## config.mk

```make
export PLATFORM = sky130hd
export DESIGN_NAME = dft_mc_scan_ctrl
export DESIGN_NICKNAME = d
export VERILOG_FILES = /design/src/rtl/dft_mc_scan_ctrl.sv
export SDC_FILE = /design/constraint.sdc
export NUM_CORES = 1
export LEC_CHECK = 0
export CAP_MARGIN = 10
export CORE_UTILIZATION = 59
export DETAILED_ROUTE_END_ITERATION = 10
export GPL_TIMING_DRIVEN = 0
export PLACE_DENSITY = 0.78
export SYNTH_ARGS = -nofsm -noshare
export SYNTH_HDL_FRONTEND = slang
export SYNTH_SLANG_ARGS = --single-unit
export TNS_END_PERCENT = 50
```

## constraint.sdc

```tcl
create_clock -name clk -period 2.49 [get_ports clk]
set_input_delay 0.3735 -clock clk [delete_from_list [all_inputs] [get_ports clk]]
set_output_delay 0.3735 -clock clk [all_outputs]
set_load 0.005 [all_outputs]
```

## src/rtl/dft_mc_scan_ctrl.sv

```systemverilog
// Multi-chain scan dump controller: shifts NUM_CHAINS chains, packs scan-out into OUT_W words, streams them.
// Optional DFT_CHAIN_MASK_EN adds chain_mask to skip chains during word emission.
module dft_mc_scan_ctrl #(
   parameter int NUM_CHAINS = 4,
   parameter int CHAIN_LEN  = 32,
   parameter int OUT_W      = 32,
   localparam int CW = (NUM_CHAINS > 1) ? $clog2(NUM_CHAINS) : 1,
   localparam int BW = $clog2(CHAIN_LEN + 1),
   localparam int WW = $clog2(OUT_W + 1)
) (
   input  logic                  clk,
   input  logic                  reset,
   input  logic                  val_op,
   input  logic [1:0]            op,
`ifdef DFT_CHAIN_MASK_EN
   input  logic [NUM_CHAINS-1:0] chain_mask,
`endif
   output logic                  op_ack,
   output logic                  op_commit,
   input  logic                  commit_ack,
   output logic                  sc_sen,
   output logic                  sc_ce,
   input  logic [NUM_CHAINS-1:0] sc_sout,
   output logic [NUM_CHAINS-1:0] sc_sin,
   output logic [OUT_W-1:0]      dft_out,
   output logic [CW-1:0]         dft_out_chain,
   output logic                  dft_out_strobe,
   input  logic                  dft_out_rdy
);

   typedef enum logic [1:0] {S_IDLE, S_SHIFT, S_EMIT, S_COMMIT} state_t;

   state_t                           r_state, w_state_nxt;
   logic                             r_dump;
   logic                             r_op_ack;
   logic [BW-1:0]                    r_bit_cnt;
   logic [WW-1:0]                    r_wbit;
   logic [NUM_CHAINS-1:0][OUT_W-1:0] r_coll;
   logic [CW-1:0]                    r_chain;
   logic [NUM_CHAINS-1:0]            w_mask;
   logic                             w_last_shift, w_word_full, w_any_emit;
   logic                             w_nxt_found, w_first_found;
   logic [CW-1:0]                    w_nxt_idx, w_first_idx;
   logic [OUT_W-1:0]                 w_out;

`ifdef DFT_CHAIN_MASK_EN
   logic [NUM_CHAINS-1:0] r_mask;
   assign w_mask = r_mask;
`else
   assign w_mask = '0;
`endif

   assign w_last_shift = (r_bit_cnt == BW'(CHAIN_LEN - 1));
   assign w_word_full  = (r_wbit == WW'(OUT_W - 1));
   assign w_any_emit   = r_dump && w_first_found;

   // Lowest unmasked chain overall, and lowest unmasked chain above the one being presented.
   always_comb begin
      w_nxt_found   = 1'b0;
      w_nxt_idx     = '0;
      w_first_found = 1'b0;
      w_first_idx   = '0;
      for (int i = NUM_CHAINS - 1; i >= 0; i--) begin
         if (!w_mask[i]) begin
            w_first_found = 1'b1;
            w_first_idx   = CW'(i);
            if (CW'(i) > r_chain) begin
               w_nxt_found = 1'b1;
               w_nxt_idx   = CW'(i);
            end
         end
      end
   end

   always_comb begin
      w_state_nxt = r_state;
      case (r_state)
         S_IDLE:
            if (val_op) w_state_nxt = (op == 2'b01 || op == 2'b10) ? S_SHIFT : S_COMMIT;
         S_SHIFT:
            if (w_last_shift || w_word_full) begin
               if (w_any_emit)        w_state_nxt = S_EMIT;
               else if (w_last_shift) w_state_nxt = S_COMMIT;
            end
         S_EMIT:
            if (dft_out_rdy && !w_nxt_found)
               w_state_nxt = (r_bit_cnt == BW'(CHAIN_LEN)) ? S_COMMIT : S_SHIFT;
         S_COMMIT:
            if (commit_ack) w_state_nxt = S_IDLE;
         default: w_state_nxt = S_IDLE;
      endcase
   end

   always_comb begin
      w_out = '0;
      for (int c = 0; c < NUM_CHAINS; c++)
         if (r_chain == CW'(c)) w_out = r_coll[c];
   end

   assign op_ack         = r_op_ack;
   assign op_commit      = (r_state == S_COMMIT);
   assign sc_sen         = (r_state == S_SHIFT) || (r_state == S_EMIT);
   assign sc_ce          = (r_state == S_SHIFT);
   assign sc_sin         = (sc_ce && r_dump) ? sc_sout : '0;
   assign dft_out_strobe = (r_state == S_EMIT);
   assign dft_out        = dft_out_strobe ? w_out : '0;
   assign dft_out_chain  = dft_out_strobe ? r_chain : '0;

   always_ff @(posedge clk) begin
      if (reset) begin
         r_state   <= S_IDLE;
         r_dump    <= 1'b0;
         r_op_ack  <= 1'b0;
         r_bit_cnt <= '0;
         r_wbit    <= '0;
         r_coll    <= '0;
         r_chain   <= '0;
`ifdef DFT_CHAIN_MASK_EN
         r_mask    <= '0;
`endif
      end else begin
         r_state  <= w_state_nxt;
         r_op_ack <= (r_state == S_IDLE) && val_op;
         case (r_state)
            S_IDLE:
               if (val_op) begin
                  r_dump    <= (op == 2'b01);
                  r_bit_cnt <= '0;
                  r_wbit    <= '0;
                  r_coll    <= '0;
                  r_chain   <= '0;
`ifdef DFT_CHAIN_MASK_EN
                  r_mask    <= chain_mask;
`endif
               end
            S_SHIFT: begin
               for (int c = 0; c < NUM_CHAINS; c++)
                  for (int b = 0; b < OUT_W; b++)
                     if (r_wbit == WW'(b)) r_coll[c][b] <= sc_sout[c];
               r_bit_cnt <= r_bit_cnt + BW'(1);
               r_wbit    <= r_wbit + WW'(1);
               // Word boundary with nothing to emit (FLUSH / all masked): restart packing in place.
               if (w_last_shift || w_word_full) begin
                  if (w_any_emit) r_chain <= w_first_idx;
                  else            r_wbit  <= '0;
               end
            end
            S_EMIT:
               if (dft_out_rdy) begin
                  if (w_nxt_found) begin
                     r_chain <= w_nxt_idx;
                  end else begin
                     r_coll  <= '0;
                     r_wbit  <= '0;
                     r_chain <= '0;
                  end
               end
            default: ;
         endcase
      end
   end

endmodule

```

# Yosys cells after proc, flatten, opt, wreduce, memory -nomap -nowiden
# Cells that the tools add are included.
[word_totals]
word_cells = 439
ff_bits = 146
in_bits = 11
output_inout_bits = 43
[classes]
order_cmp = 4
addsub = 2
n_eq_ne = 81
reduce_logical = 49
muxes = 169
[ops]
columns = ["operator", "count"]
rows = [
  ["two-way mux 128 bit", 3],
  ["one-hot mux 128 bit (3 select lines)", 1],
  ["AND reduction 5 bit", 34],
  ["two-way mux 32 bit", 5],
  ["two-way mux 1 bit", 132],
  ["== test 6 x 5 -> 1 bit, second input constant", 17],
  ["!= test 2 x 1 -> 1 bit, second input constant", 37],
  ["== test 6 x 4 -> 1 bit, second input constant", 8],
  ["two-way mux 2 bit", 18],
  ["two-way mux 6 bit", 5],
  ["== test 6 x 3 -> 1 bit, second input constant", 4],
  ["one-hot mux 6 bit (3 select lines)", 1],
  ["adder 6 x 1 -> 6 bit, second input constant", 2],
  ["== test 6 x 2 -> 1 bit, second input constant", 2],
  ["one-hot mux 6 bit (2 select lines)", 1],
  ["== test 2 bit, second input constant", 5],
  ["one-hot mux 2 bit (4 select lines)", 1],
  ["== test 2 x 1 -> 1 bit, second input constant", 3],
  ["== test 6 x 1 -> 1 bit, second input constant", 1],
  ["== test 6 bit, second input constant", 1],
  ["zero test 6 bit", 1],
  ["one-hot mux 2 bit (3 select lines)", 1],
  ["> comparator 1 x 2 -> 1 bit, first input constant", 2],
  ["> comparator 2 bit, first input constant", 2],
  ["11 further kinds", 18],
]

# Longest topological paths before layout
[logic_depth]
ltp_word = 9
mapped_depth = 9
depth_no_buf = 6

# Worst setup path before layout
# Ideal clock, no wire load.
[synth_timing]
path_type = "reg-to-output"
startpoint = "register r_chain[1]"
endpoint = "output port dft_out[11]"
stages_incl_launch_ff = 9
n_path_buf = 3
required_ns = 2.117
path_slack_ns = 0.418
arrival_ns = 1.699
path_cell_list = "dfxtp_1 -> inv_1 -> ha_1 -> buf_2 -> buf_2 -> buf_1 -> a221oi_1 -> a211o_1 -> a21boi_0"
[synth_via]
elab_chain_cells = 6
elab_cells_between_ends = 9
classes_between = "eq/ne (3); mux (5); reduce/logical (1)"
[synth_rtl]
columns = ["element", "line_no", "text"]
rows = [
  ["from (decl)", "39", "logic [CW-1:0] r_chain;"],
  ["from (signal assigned)", "144", "if (w_any_emit) r_chain <= w_first_idx;"],
  ["from (signal assigned)", "151", "r_chain <= w_nxt_idx;"],
  ["zero test 2 bit", "97", "if (r_chain == CW'(c)) w_out = r_coll[c];"],
  ["two-way mux 32 bit (3 in a row)", "97", ""],
  ["two-way mux 32 bit *", "97", ""],
  ["two-way mux 32 bit *", "106", "assign dft_out = dft_out_strobe ? w_out : '0;"],
  ["to (decl)", "25", "output logic [OUT_W-1:0] dft_out,"],
]
# Every way passes the cells marked *; elsewhere a longest branch is shown, timed or not.

# Worst setup path in the final report
[layout_timing]
startpoint = "register r_state[1]"
endpoint = "output port sc_sin[2]"
[layout_via]
elab_chain_cells = 3
[layout_rtl]
columns = ["element", "line_no", "text"]
rows = [
  ["from (decl)", "33", "state_t r_state, w_state_nxt;"],
  ["from (signal assigned)", "122", "r_state <= w_state_nxt;"],
  ["== test 2 x 1 -> 1 bit", "103", "assign sc_ce = (r_state == S_SHIFT);"],
  ["logical AND 1 bit", "104", "assign sc_sin = (sc_ce && r_dump) ? sc_sout : '0;"],
  ["two-way mux 4 bit", "104", ""],
  ["to (decl)", "24", "output logic [NUM_CHAINS-1:0] sc_sin,"],
]
# No other way between the ends.

==> metrics.md <==
| Metric | Value |
|---|---|
| Post-DR wirelength/cell | `21.6 um` |
| Clk sink count | `146` |
| Worst-case clock buffer depth | `2` |
| Final non-filler cell area | `9750 sq um` |
| Setup crit end | `sc_sin[2]` |
| Die width | `117 um` |
| Register bit total from synthesis | `146` |
| Fin worst setup slack | `-20.3 ps` |
| Arrival @ worst endpoint | `2140 ps` |
| Most Used Layer, Global Route | `met2` |
| Top FF cell, synth | `dfxtp_1` |
| Worst r2r path cells | `6` |
| Synth warn | `0` |
| Site row count | `41` |
| Core area | `12700 sq um` |
| Nets | `1005` |
| Leakage Power | `0.00394 uW` |
| Most frequent cell after synthesis | `dfxtp_1` |
| Switching Fraction | `37.3%` |
| Dpl cell area | `8510 sq um` |
| Clock skew | `6.45 ps` |
| Count of pins over their slew limit | `0` |
| Initial antenna violation count | `0` |
| Final Core Density | `76.6%` |
| DP HPWL | `15.2 mm` |
| Worst EP required | `2120 ps` |
| Post-synth top area share | `37.6%` |
| Die area | `13600 sq um` |
| R2r setup slk | `100 ps` |
| Pre-antenna DRT Iters | `6` |
| Crit path time final | `2510 ps` |
| Area Overhead vs Synth | `25.4%` |
| Worst slew pin tran | `908 ps` |
| Vias in the first global route | `7271` |
| Root Buffer | `clkbuf_16` |
| Max Cap Violations | `0` |
| RR Endpoint | `r_wbit[2]$_SDFFE_PP0P_` |
| Gate power share | `36.3%` |
| Crit. End Element | `output pin` |
| CTS Buf Count | `17` |
| GRT met1 Usage | `46.0%` |
| CTS tree | `built` |
| Port Buf Inserts | `52` |
| Final WL | `25.1 mm` |
| Reg power frac | `30.9%` |
| GR Util met3 | `9.89%` |
| Crit Path Category | `flop to output pin` |
| Number of failing hold endpoints at the final stage | `0` |
| Net switching power | `3080 uW` |
| H-Tree Depth | `4` |
| Reg2reg start | `r_wbit[0]$_SDFFE_PP0P_` |
| Pwr Density | `847 nW/um^2` |
| Slew margin rel. | `38.6%` |
| Status | `finished, violations left` |
| Final setup TNS | `-57.4 ps` |
| Routability congestion estimate | `0.942` |
| Post-synth ARST share | `0%` |
| Final ANT Viol Nets | `0` |
| Antenna cells | `0` |
| Worst-Skew Late Latency | `430 ps` |
| Final setup fails | `4` |
| Pint | `5170 uW` |
| CP startpoint | `r_state[1]$_SDFFE_PP0P_` |
| Area contributors post-synth | `dfxtp_1, mux2i_1, nand2_1` |
| Largest net degree at the start of global routing | `17` |
| Synthesized cell area | `7770 sq um` |
| Hold Path Stages | `2` |
| EDFF count, synth | `0` |
| Unrepaired setup endpoints after global routing | `true` |
| Min-delay worst type | `flop to flop` |
| Peak VDD IR | `620 uV` |
| Clock-pin slew on the worst setup and hold paths | `60 ps` |
| DRC viols | `0` |
| Clock power frac | `32.9%` |
| Cells after synthesis | `893` |
| Overflow after GRT | `0` |
| Synth unique cells | `61` |
| Global-route wire length before repair | `38.4 mm` |
| Layout cells sized above 1 | `20.3%` |
| Startpoint types | `flop` |
| Fin crit share | `101%` |
| Synth area leader | `dfxtp_1` |
| Initial Util | `61.1%` |
| DIE HEIGHT | `117 um` |
| Via/cell ratio | `6.47` |
| Synth cell count leaders | `dfxtp_1, nand2_1, mux2i_1` |
| Syn_area_per_cell | `8.70 sq um` |
| GR Layer Usage met2 | `59.3%` |
| Critical Path Fanout Max | `12` |
| Syn_nets | `922` |
| Routed vias | `7513` |
| Seq/Total Area, Yosys | `37.6%` |
| Max Fclk | `398 MHz` |
| # IOs | `54` |
| Failing checks | `negative setup slack` |
| Hold Path Origin | `r_coll[89]$_SDFFE_PP0P_` |
| DR iter-0 viols | `992` |
| Setup slack at placement | `-690 ps` |
| Gr usage total | `37.6%` |
power groups by stage:
stage                     combinational (uW)  clock (uW)  sequential (uW)
final                                   2990        2710             2550
after global routing                    3100        2820             2560
after global placement                  2400           0             2570
after floorplan                         1620           0             2550
after detailed placement                2420           0             2570
after CTS                               2780        2700             2540
through the flow:
step,std cells,power [uW],hold slack [ps]
after floorplan,893,4170,434
after global placement,1117,4970,441
after detailed placement,1117,5000,447
after CTS,1159,8010,455
after global routing,1161,8490,479
final,1161,8250,459
how the worst min path moves through the flow:
stage / endpoint / slack, ps
5_1_grt: r_coll[99]$_SDFFE_PP0P_ / 480
3_5_place_dp: r_coll[26]$_SDFFE_PP0P_ / 450
4_1_cts: r_coll[16]$_SDFFE_PP0P_ / 450
6_report: r_coll[89]$_SDFFE_PP0P_ / 460
3_3_place_gp: r_coll[16]$_SDFFE_PP0P_ / 440
2_1_floorplan: r_coll[16]$_SDFFE_PP0P_ / 430
what timing repair did:
item | 4_1_cts | 5_1_grt
resized for setup | 265 | 56
hold endpoints to repair | 0 | 0
gates cloned | 4 | 0
setup buffers | 8 | 3
setup endpoints to repair | 39 | 56
pin swaps | 33 | 22
hold buffers | 0 | 0
worst max-delay path, stage by stage, from the launching register on:
cell             delay (ps)
dfxtp_2                 360
inv_1                   110
ha_2                    310
clkbuf_4                260
and3_1                  160
clkdlybuf4s50_1         500
flip-flops by register name, summed over array words and instances (netlist names):
name and count:
r_coll 128, r_bit_cnt 6, r_wbit 6, r_chain 2
r_state 2, op_ack 1, r_dump 1
area by class of cell:
cell class | instances | area (sq um)
clock inverters | 13 | 183
plain buffers | 79 | 691
multi-input cells | 620 | 4550
clock buffers | 19 | 433
repair buffers | 67 | 569
flip-flops and latches | 146 | 2930
inverters | 45 | 174
well taps | 172 | 215
fillers | 888 | 2970
cell usage in the layout, fill, tap and decap left out, drive strengths merged, types with 5 or more instances in the layout:
cell type	n
dfxtp	146
nand2	130
mux2i	91
clkbuf	74
buf	71
nand3	60
a21oi	48
inv	47
nor2b	39
a211o	33
a21boi	33
a221oi	33
o21ai	28
clkdlybuf4s50	20
ha	18
o211ai	17
nand4	13
nor3	9
and2	8
nand2b	7
nor2	6
and3	5
routing by layer:
metal,part of all wire [%],vias up
li1,-,3338
met1,39,3536
met2,45,501
met3,10,138
met4,6.0,0
met5,0,-
kinds of logic (layout without fill, tap and decap cells):
group	Yosys count	after routing	synth area share [%]
adders and majority gates	18	18	2.90
muxes	92	92	11.9
buffers and inverters	127	223	7.89
AOI/OAI and AO/OA	213	213	19.5
DFF	146	146	37.6
and+or+nand+nor	291	291	19.6
xor gates and xnor gates	6	6	0.676
(Power assumes the default switching activity.)
